`src/rtl/phase_sequencer.sv`:
```
// Steps a 2-bit phase through 0..3, holding each phase for a programmable dwell,
// and repeats the pass iter+1 times with a start/busy/done/aborted handshake.
module phase_sequencer #(
  parameter int CntW  = 8,
  parameter int IterW = 4
) (
  input  logic                clk_i,
  input  logic                rst_ni,
  input  logic                start_i,
  input  logic                abort_i,
  input  logic [4*CntW-1:0]   dwell_i,
  input  logic [IterW-1:0]    iter_i,
  output logic [1:0]          state_o,
  output logic                busy_o,
  output logic                done_o,
  output logic                aborted_o,
  output logic [IterW-1:0]    pass_o
);

  localparam logic [1:0] S_IDLE   = 2'd0;
  localparam logic [1:0] S_RUN    = 2'd1;
  localparam logic [1:0] S_FINISH = 2'd2;

  logic [1:0]        fsm_q, fsm_d;
  logic [1:0]        phase_q, phase_d;
  logic [CntW-1:0]   cnt_q, cnt_d;
  logic [IterW-1:0]  pass_q, pass_d;
  logic              busy_q, busy_d;
  logic              done_q, done_d;
  logic              aborted_q, aborted_d;
  logic [4*CntW-1:0] dwell_sh_q, dwell_sh_d;
  logic [IterW-1:0]  iter_sh_q, iter_sh_d;
  logic [CntW-1:0]   cur_dwell;

  always_comb begin
    case (phase_q)
      2'd0:    cur_dwell = dwell_sh_q[0*CntW +: CntW];
      2'd1:    cur_dwell = dwell_sh_q[1*CntW +: CntW];
      2'd2:    cur_dwell = dwell_sh_q[2*CntW +: CntW];
      default: cur_dwell = dwell_sh_q[3*CntW +: CntW];
    endcase
  end

  always_comb begin
    fsm_d      = fsm_q;
    phase_d    = phase_q;
    cnt_d      = cnt_q;
    pass_d     = pass_q;
    busy_d     = busy_q;
    done_d     = 1'b0;
    aborted_d  = 1'b0;
    dwell_sh_d = dwell_sh_q;
    iter_sh_d  = iter_sh_q;
    case (fsm_q)
      S_IDLE: begin
        if (start_i && !abort_i) begin
          fsm_d      = S_RUN;
          dwell_sh_d = dwell_i;
          iter_sh_d  = iter_i;
          phase_d    = 2'd0;
          cnt_d      = '0;
          pass_d     = '0;
          busy_d     = 1'b1;
        end
      end
      S_RUN: begin
        if (abort_i) begin
          fsm_d     = S_IDLE;
          phase_d   = 2'd0;
          cnt_d     = '0;
          pass_d    = '0;
          busy_d    = 1'b0;
          aborted_d = 1'b1;
        end else if (cnt_q == cur_dwell) begin
          cnt_d   = '0;
          phase_d = phase_q + 2'd1;
          // Leaving phase 3 ends a pass; the last pass hands off to FINISH.
          if (phase_q == 2'd3) begin
            if (pass_q == iter_sh_q) begin
              fsm_d   = S_FINISH;
              phase_d = 2'd0;
              pass_d  = '0;
              busy_d  = 1'b0;
              done_d  = 1'b1;
            end else begin
              pass_d = pass_q + 1'b1;
            end
          end
        end else begin
          cnt_d = cnt_q + 1'b1;
        end
      end
      S_FINISH: begin
        fsm_d = S_IDLE;
      end
      default: begin
        fsm_d   = S_IDLE;
        phase_d = 2'd0;
        cnt_d   = '0;
        pass_d  = '0;
        busy_d  = 1'b0;
      end
    endcase
  end

  always_ff @(posedge clk_i or negedge rst_ni) begin
    if (!rst_ni) begin
      fsm_q      <= S_IDLE;
      phase_q    <= 2'd0;
      cnt_q      <= '0;
      pass_q     <= '0;
      busy_q     <= 1'b0;
      done_q     <= 1'b0;
      aborted_q  <= 1'b0;
      dwell_sh_q <= '0;
      iter_sh_q  <= '0;
    end else begin
      fsm_q      <= fsm_d;
      phase_q    <= phase_d;
      cnt_q      <= cnt_d;
      pass_q     <= pass_d;
      busy_q     <= busy_d;
      done_q     <= done_d;
      aborted_q  <= aborted_d;
      dwell_sh_q <= dwell_sh_d;
      iter_sh_q  <= iter_sh_d;
    end
  end

  assign state_o   = phase_q;
  assign busy_o    = busy_q;
  assign done_o    = done_q;
  assign aborted_o = aborted_q;
  assign pass_o    = pass_q;

endmodule

```
`config.mk`:
```
export PLATFORM = sky130hd
export DESIGN_NAME = phase_sequencer
export DESIGN_NICKNAME = d
export VERILOG_FILES = /design/src/rtl/phase_sequencer.sv
export SDC_FILE = /design/constraint.sdc
export NUM_CORES = 1
export LEC_CHECK = 0
export ABC_CLOCK_PERIOD_IN_PS = 2100
export BUFFER_PORTS_ARGS = -buffer_cell sky130_fd_sc_hd__buf_4
export CAP_MARGIN = 20
export CORE_UTILIZATION = 38
export DETAILED_ROUTE_END_ITERATION = 10
export GPL_TIMING_DRIVEN = 0
export PLACE_DENSITY = 0.68
export SYNTH_ARGS = -nofsm -noshare
export SYNTH_HDL_FRONTEND = slang
export SYNTH_SLANG_ARGS = --single-unit
```
`constraint.sdc`:
```
create_clock -name clk_i -period 2.1 [get_ports clk_i]
set_input_delay 0.21 -clock clk_i [delete_from_list [all_inputs] [get_ports clk_i]]
set_output_delay 0.21 -clock clk_i [all_outputs]
set_load 0.01 [all_outputs]
```
After elaboration in Yosys (flattened, before gate mapping)
Index checks and enable logic that the tools add are counted.

Flip-flop bits (word level): 55. Input bits: 40. Logic and storage cells: 70. Output and inout bits: 9.

Bitwise gates (word level): 1. Reduce and logical (&&, ||, !) cells: 10. Eq/ne operators: 11. Add/subtract/negate cells: 3. Muxes and demuxes: 36.

Operator list (count): $pmux 8 s3 (2); $mux 8 (3); $mux 2 (10); $mux 4 (5); $mux 1 (12); $pmux 4 s3 (1); $ne 3x3->1 const B (3); $add 8x1->8 const B (1); $eq 8x8->1 (1); $reduce_and 4->1 (2); $eq 2x2->1 const B (3); $pmux 2 s3 (1); $reduce_and 5->1 (1); $add 4x1->4 const B (1); $eq 2x1->1 const B (2); $eq 4x4->1 (1); $logic_not 2->1 (2); $pmux 2 s2 (1); $reduce_and 2->1 (2); $pmux 1 s3 (1); $reduce_and 3->1 (1); $add 2x1->2 const B (1); $ne 2x2->1 const B (1); $logic_and 1x1->1 (1); other kinds (2) (2).

Depth between registers and ports, before layout
Word-level depth: 6. Depth in mapped cells: 11. Gate-level depth less buffers: 9.

Least setup slack after synthesis
No wires, ideal clock.

Path kind: reg-to-reg. Start point: register phase_q[0], in the netlist state_o[0]. End point: register cnt_q[3]. Required time: 1976 ps. Buffers on the path: 2. Stages on the path, launching flop included: 12. Clock period less this slack: 2382 ps. Arrival: 2258 ps. Library setup time: 124 ps. Setup slack: -282 ps. Cell sequence: dfrtp_1 > inv_1 > ha_1 > buf_6 > a222oi_1 > mux2i_1 > xnor2_1 > nand4_2 > o21ai_2 > buf_6 > nor2_1 > a211o_1.

Word-level cells in the longest chain between the ends: 6. Elaborated cells on any way between the ends: 8. Those cells by class: eq/ne: 3; mux: 4; reduce/logical: 1.

RTL lines: start: declaration (line 25) `logic [1:0] phase_q, phase_d;`; start signal: assignment (line 119) `phase_q <= phase_d;`; $eq 2x2->1 (tied with other cells) (line 36) `case (phase_q)`; $pmux 8 s3 (*) (line 36); $eq 8x8->1 (*) (line 74) `end else if (cnt_q == cur_dwell) begin`; $mux 8 (*) (line 74); $mux 8 (*) (line 67) `if (abort_i) begin`; $pmux 8 s3 (*) (line 54) `case (fsm_q)`; end signal: assignment (line 120) `cnt_q <= cnt_d;`; end: declaration (line 26) `logic [CntW-1:0] cnt_q, cnt_d;`.

Mark *: on every way between the ends. The rest lies on a longest branch, timed or not. A chain may end at the register's enable or synchronous reset.

Final worst setup path
Start point: register phase_q[1], in the netlist state_o[1]. End point: register cnt_q[3].

Same word-level chain as after synthesis.

==> results.md <==
- The final design area excluding fillers is ~3300 um^2.
- For this run, the register share of the synthesized area comes to 0.520.
- The post-detailed-route via-to-cell ratio is roughly 5.3.
- The number of nets at the end of the flow is ~340.
- The number of top-level pins is a little under 50.
- For the pin with the worst max-slew slack, the measured transition is approximately 0.7 ns.
- The count of unresolved DRC violations after routing is 0.
- The data required time at the worst endpoint is approximately 2.3 ns.
- The clock-pin slew reported for the worst setup and hold paths after clock tree synthesis is approximately 0.10 ns.
- The global-route congestion overflow total is 0.
- The cell count after synthesis came out at around 230.
- Among all stages on the critical path, the largest delay is contributed by sky130_fd_sc_hd__dfrtp_2.
- The synthesized area is 2650 um^2.
- The layout overhead on the synthesized area is 25.4%.
- Setup repair after global routing could not meet its margin everywhere.
- In this run the vertical extent of the chip is ~85 um.
- After the first detailed-routing iteration, the DRC count stood at 84.
- The number of hold violations in the final report is 0.
- At the worst endpoint, the arrival time is 2.60 ns.
- The worst pin sits at a relative slew slack of 0.530.
- The number of fill cells is roughly 640.
- Once layout is complete, the utilization of the core stands at 0.491.
- Summed over all layers, the routed wires come to ~5700 um.
- The total number of yosys warnings is 0.
- The overall power consumption is 2.84 mW.
- The min-delay analysis places its worst path in the category primary input to flip-flop.
- The repair_antennas step left the layout with diodes totalling 0.
- The maximum number of pins on one net before global-route repair is 56.
- The die outline area is ~7300 um^2.
- The total core area is 6760 um^2.
- The number of global-route vias before repair is 2,037.
- The total number of vias is around 2,000.
- The critical path's top delay family is compound AO/OA/AOI/OAI gates.
- The checks that failed: negative setup slack.
- The clock passes through at most 2 buffers.
- Once detailed placement completed, the half-perimeter wirelength came to 4060 um.
- The final-report max-slew violation count is 0.
- In the final routed layout, each cell accounts on average for roughly 15 um.
- In the layout the commonest cells are sky130_fd_sc_hd__buf_4 (56), sky130_fd_sc_hd__dfrtp_1 (53), sky130_fd_sc_hd__mux2_2 (28).
- The CTS tree is yes.
- The synthesized netlist net count is between 200 and 300.
- For this design the static power due to leakage is ~1.5 nW.
- In the final layout, the share of cells above drive strength 1 is 0.379.
- The remaining number of nets flagged by the antenna check after routing is 0.
- The number of buffers created by CTS is 5.
- Of the available clock period, the critical path in the final layout requires 1.14.
- CTS saw 55 sinks.
- In this run, placement finished with an instance count of 360.
- The number of different library cells in the post-synthesis netlist is 36.
- The synthesized area per cell is around 11 um^2.
- The final clock skew is approximately 0.0074 ns.
- Row generation in the floorplan step produced 30 rows.
- The worst vdd rail ir drop is roughly 0.51 mV.
- The number of antenna violations at the first check in global routing was 0.
- The number of setup violations in the final report is 18.
- The post-layout minimum cycle time is ~2.4 ns.
- The cell chosen for the clock root is sky130_fd_sc_hd__clkbuf_8.
- Together, buffers and inverters on the worst path number 1.
- The run finished, with violations left.
- Setup slack on the critical path of the routed design comes to -0.299 ns.
- In the post-synthesis netlist, the biggest area contributors are sky130_fd_sc_hd__dfrtp_1 (52%), sky130_fd_sc_hd__mux2_2 (12%), sky130_fd_sc_hd__nand2_1 (3.7%), sky130_fd_sc_hd__a222oi_1 (3.0%), sky130_fd_sc_hd__mux2i_1 (3.0%).
- Timing would allow up to ~0.42 GHz.
- The most frequent standard cell in the layout excluding fill and tap cells is sky130_fd_sc_hd__buf_4.
- The post-synthesis sequential element count is 55.
- The largest fanout on the critical path is 8.
- The final cell count without fillers is ~370.
- The leading area contributor after synthesis is sky130_fd_sc_hd__dfrtp_1.
- Once placement finished, the instance area stood at 3110 um^2.
- The tool flagged a number of max-cap violations equal to 0.
- The first detailed-routing pass took 4 iterations.
- The number of H-tree levels is 2.
- The die boundary width is ~85 um.
- The first global-routing pass estimated 9540 um of wire.
- For this run, the total global-route usage over all layers was measured as 0.165.
- The clock latency of the later-clocked register in the worst-skew pair is 0.31 ns.
- The largest single stage delay on the critical path is between 0.4 and 0.5 ns.
- The critical path goes through ha_4 -> a222oi_1 -> mux2i_1 -> xnor2_1 -> nand4_2 -> o21ai_4 -> buf_6 -> nor2_1 -> a211o_1.
- The kind of critical path is flip-flop to flip-flop.
- The number of buffer cells added on primary ports is 48.
- STA classifies the critical path startpoint as a flip-flop.
- The proportion of netlist area held by the largest area contributor is 0.520.
- The global placement routability congestion is between 0.8 and 0.9.
- For this configuration, the core starts out at a cell density of 0.391.
- The kind of end point of the critical path is a flip-flop.
- The areal power density over the cells is 855 nW/um^2.
[worst register-to-register path, cell delays in order, from the launching register on]
cell and delay [ns]:
sky130_fd_sc_hd__dfrtp_2 0.46, sky130_fd_sc_hd__ha_4 0.21, sky130_fd_sc_hd__a222oi_1 0.42, sky130_fd_sc_hd__mux2i_1 0.18
sky130_fd_sc_hd__xnor2_1 0.22, sky130_fd_sc_hd__nand4_2 0.19, sky130_fd_sc_hd__o21ai_4 0.22, sky130_fd_sc_hd__buf_6 0.15
sky130_fd_sc_hd__nor2_1 0.05, sky130_fd_sc_hd__a211o_1 0.21
[where the power goes]
| part | switching, mW | internal [mW] | total (mW) |
|---|---|---|---|
| combinational | 0.391 | 0.399 | 0.790 |
| sequential | 0.0986 | 1.23 | 1.33 |
| clock | 0.356 | 0.362 | 0.718 |
| total | 0.845 | 1.99 | 2.84 |
[per-stage QoR]
stage          hold WS (ns)  setup slack [ns]  setup TNS, ns
2_1_floorplan       -0.0856            -0.207          -1.22
3_3_place_gp          0.306            -0.585         -11.93
3_5_place_dp          0.305            -0.635         -14.52
4_1_cts              0.0987            -0.308          -4.33
5_1_grt               0.109            -0.472          -7.94
6_report              0.103            -0.299          -4.26
[synth_stat cells, drive strengths merged]
cell type,n
buf,4
inv,12
xnor2,9
nand2b,1
mux2i,8
nor4,3
nand3,7
a222oi,8
nand4b,1
a31oi,3
nand4,2
mux2,28
a31o,1
o21ai,18
a21oi,5
and2,1
nand2,26
or2,1
a32o,1
xor2,5
nor2,9
a211o,1
o32ai,1
ha,6
dfrtp,55
and3b,1
nor3b,1
a41o,1
clkbuf,5
a21o,3
nor3,5
[metal layers]
| metal | track usage | vias to the layer above | share of wire |
|---|---|---|---|
| met1 | 0.218 | 958 | 0.46 |
| li1 | - | 948 | - |
| met3 | 0.0370 | 7 | 0.051 |
| met2 | 0.276 | 58 | 0.48 |
| met5 | 0 | - | 0 |
| met4 | 0.0409 | 0 | 0.011 |
[state kept, by name, summed over array words and instances, names as in the netlist]
register,flops
aborted_o,1
busy_o,1
cnt_q,8
done_o,1
dwell_sh_q,32
fsm_q,2
iter_sh_q,4
pass_o,4
state_o,2
[final cells by class]
class	count	area, um^2	area share
buffer	6	37.5	0.0113
clock buffer	5	68.8	0.0207
clock inverter	3	47.5	0.0143
inverter	12	45.0	0.0136
multi-input combinational	156	1220	0.367
sequential	55	1380	0.416
tap	80	100	0.0302
timing repair buffer	56	423	0.127
[repair_timing]
action | 4_1_cts | 5_1_grt
buffers inserted | 7 | 0
hold endpoints to repair | 55 | 0
gates cloned | 0 | 0
pin swaps | 7 | 1
endpoints found under the setup margin | 47 | 41
gates resized for setup | 13 | 0
hold buffers | 1 | 0
[final timing paths]
check                                from        endpoint  slack, ns  depth (start not counted)
setup / recovery               state_o[1]        cnt_q[3]      -0.30                          9
hold / removal                dwell_i[26]  dwell_sh_q[26]       0.10                          3
setup reg to reg               state_o[1]        cnt_q[3]      -0.30                          9
hold reg to reg            dwell_sh_q[14]  dwell_sh_q[14]       0.52                          1
max in group asynchronous          rst_ni      state_o[1]       1.11                          2
min in group asynchronous          rst_ni  dwell_sh_q[22]       0.49                          2
[kinds of logic (layout without fill, tap and decap cells)]
group,Yosys count,in the layout,share of synthesized area
AO/OA/AOI/OAI,42,42,0.108
XOR/XNOR,14,14,0.0464
adder cells (fa/ha/maj),6,6,0.0284
buffers and inverters,21,82,0.0388
flip-flops,55,55,0.520
multiplexers,36,36,0.149
AND/OR/NAND/NOR,58,58,0.108
No activity file was read; power rests on OpenSTA's default activity.
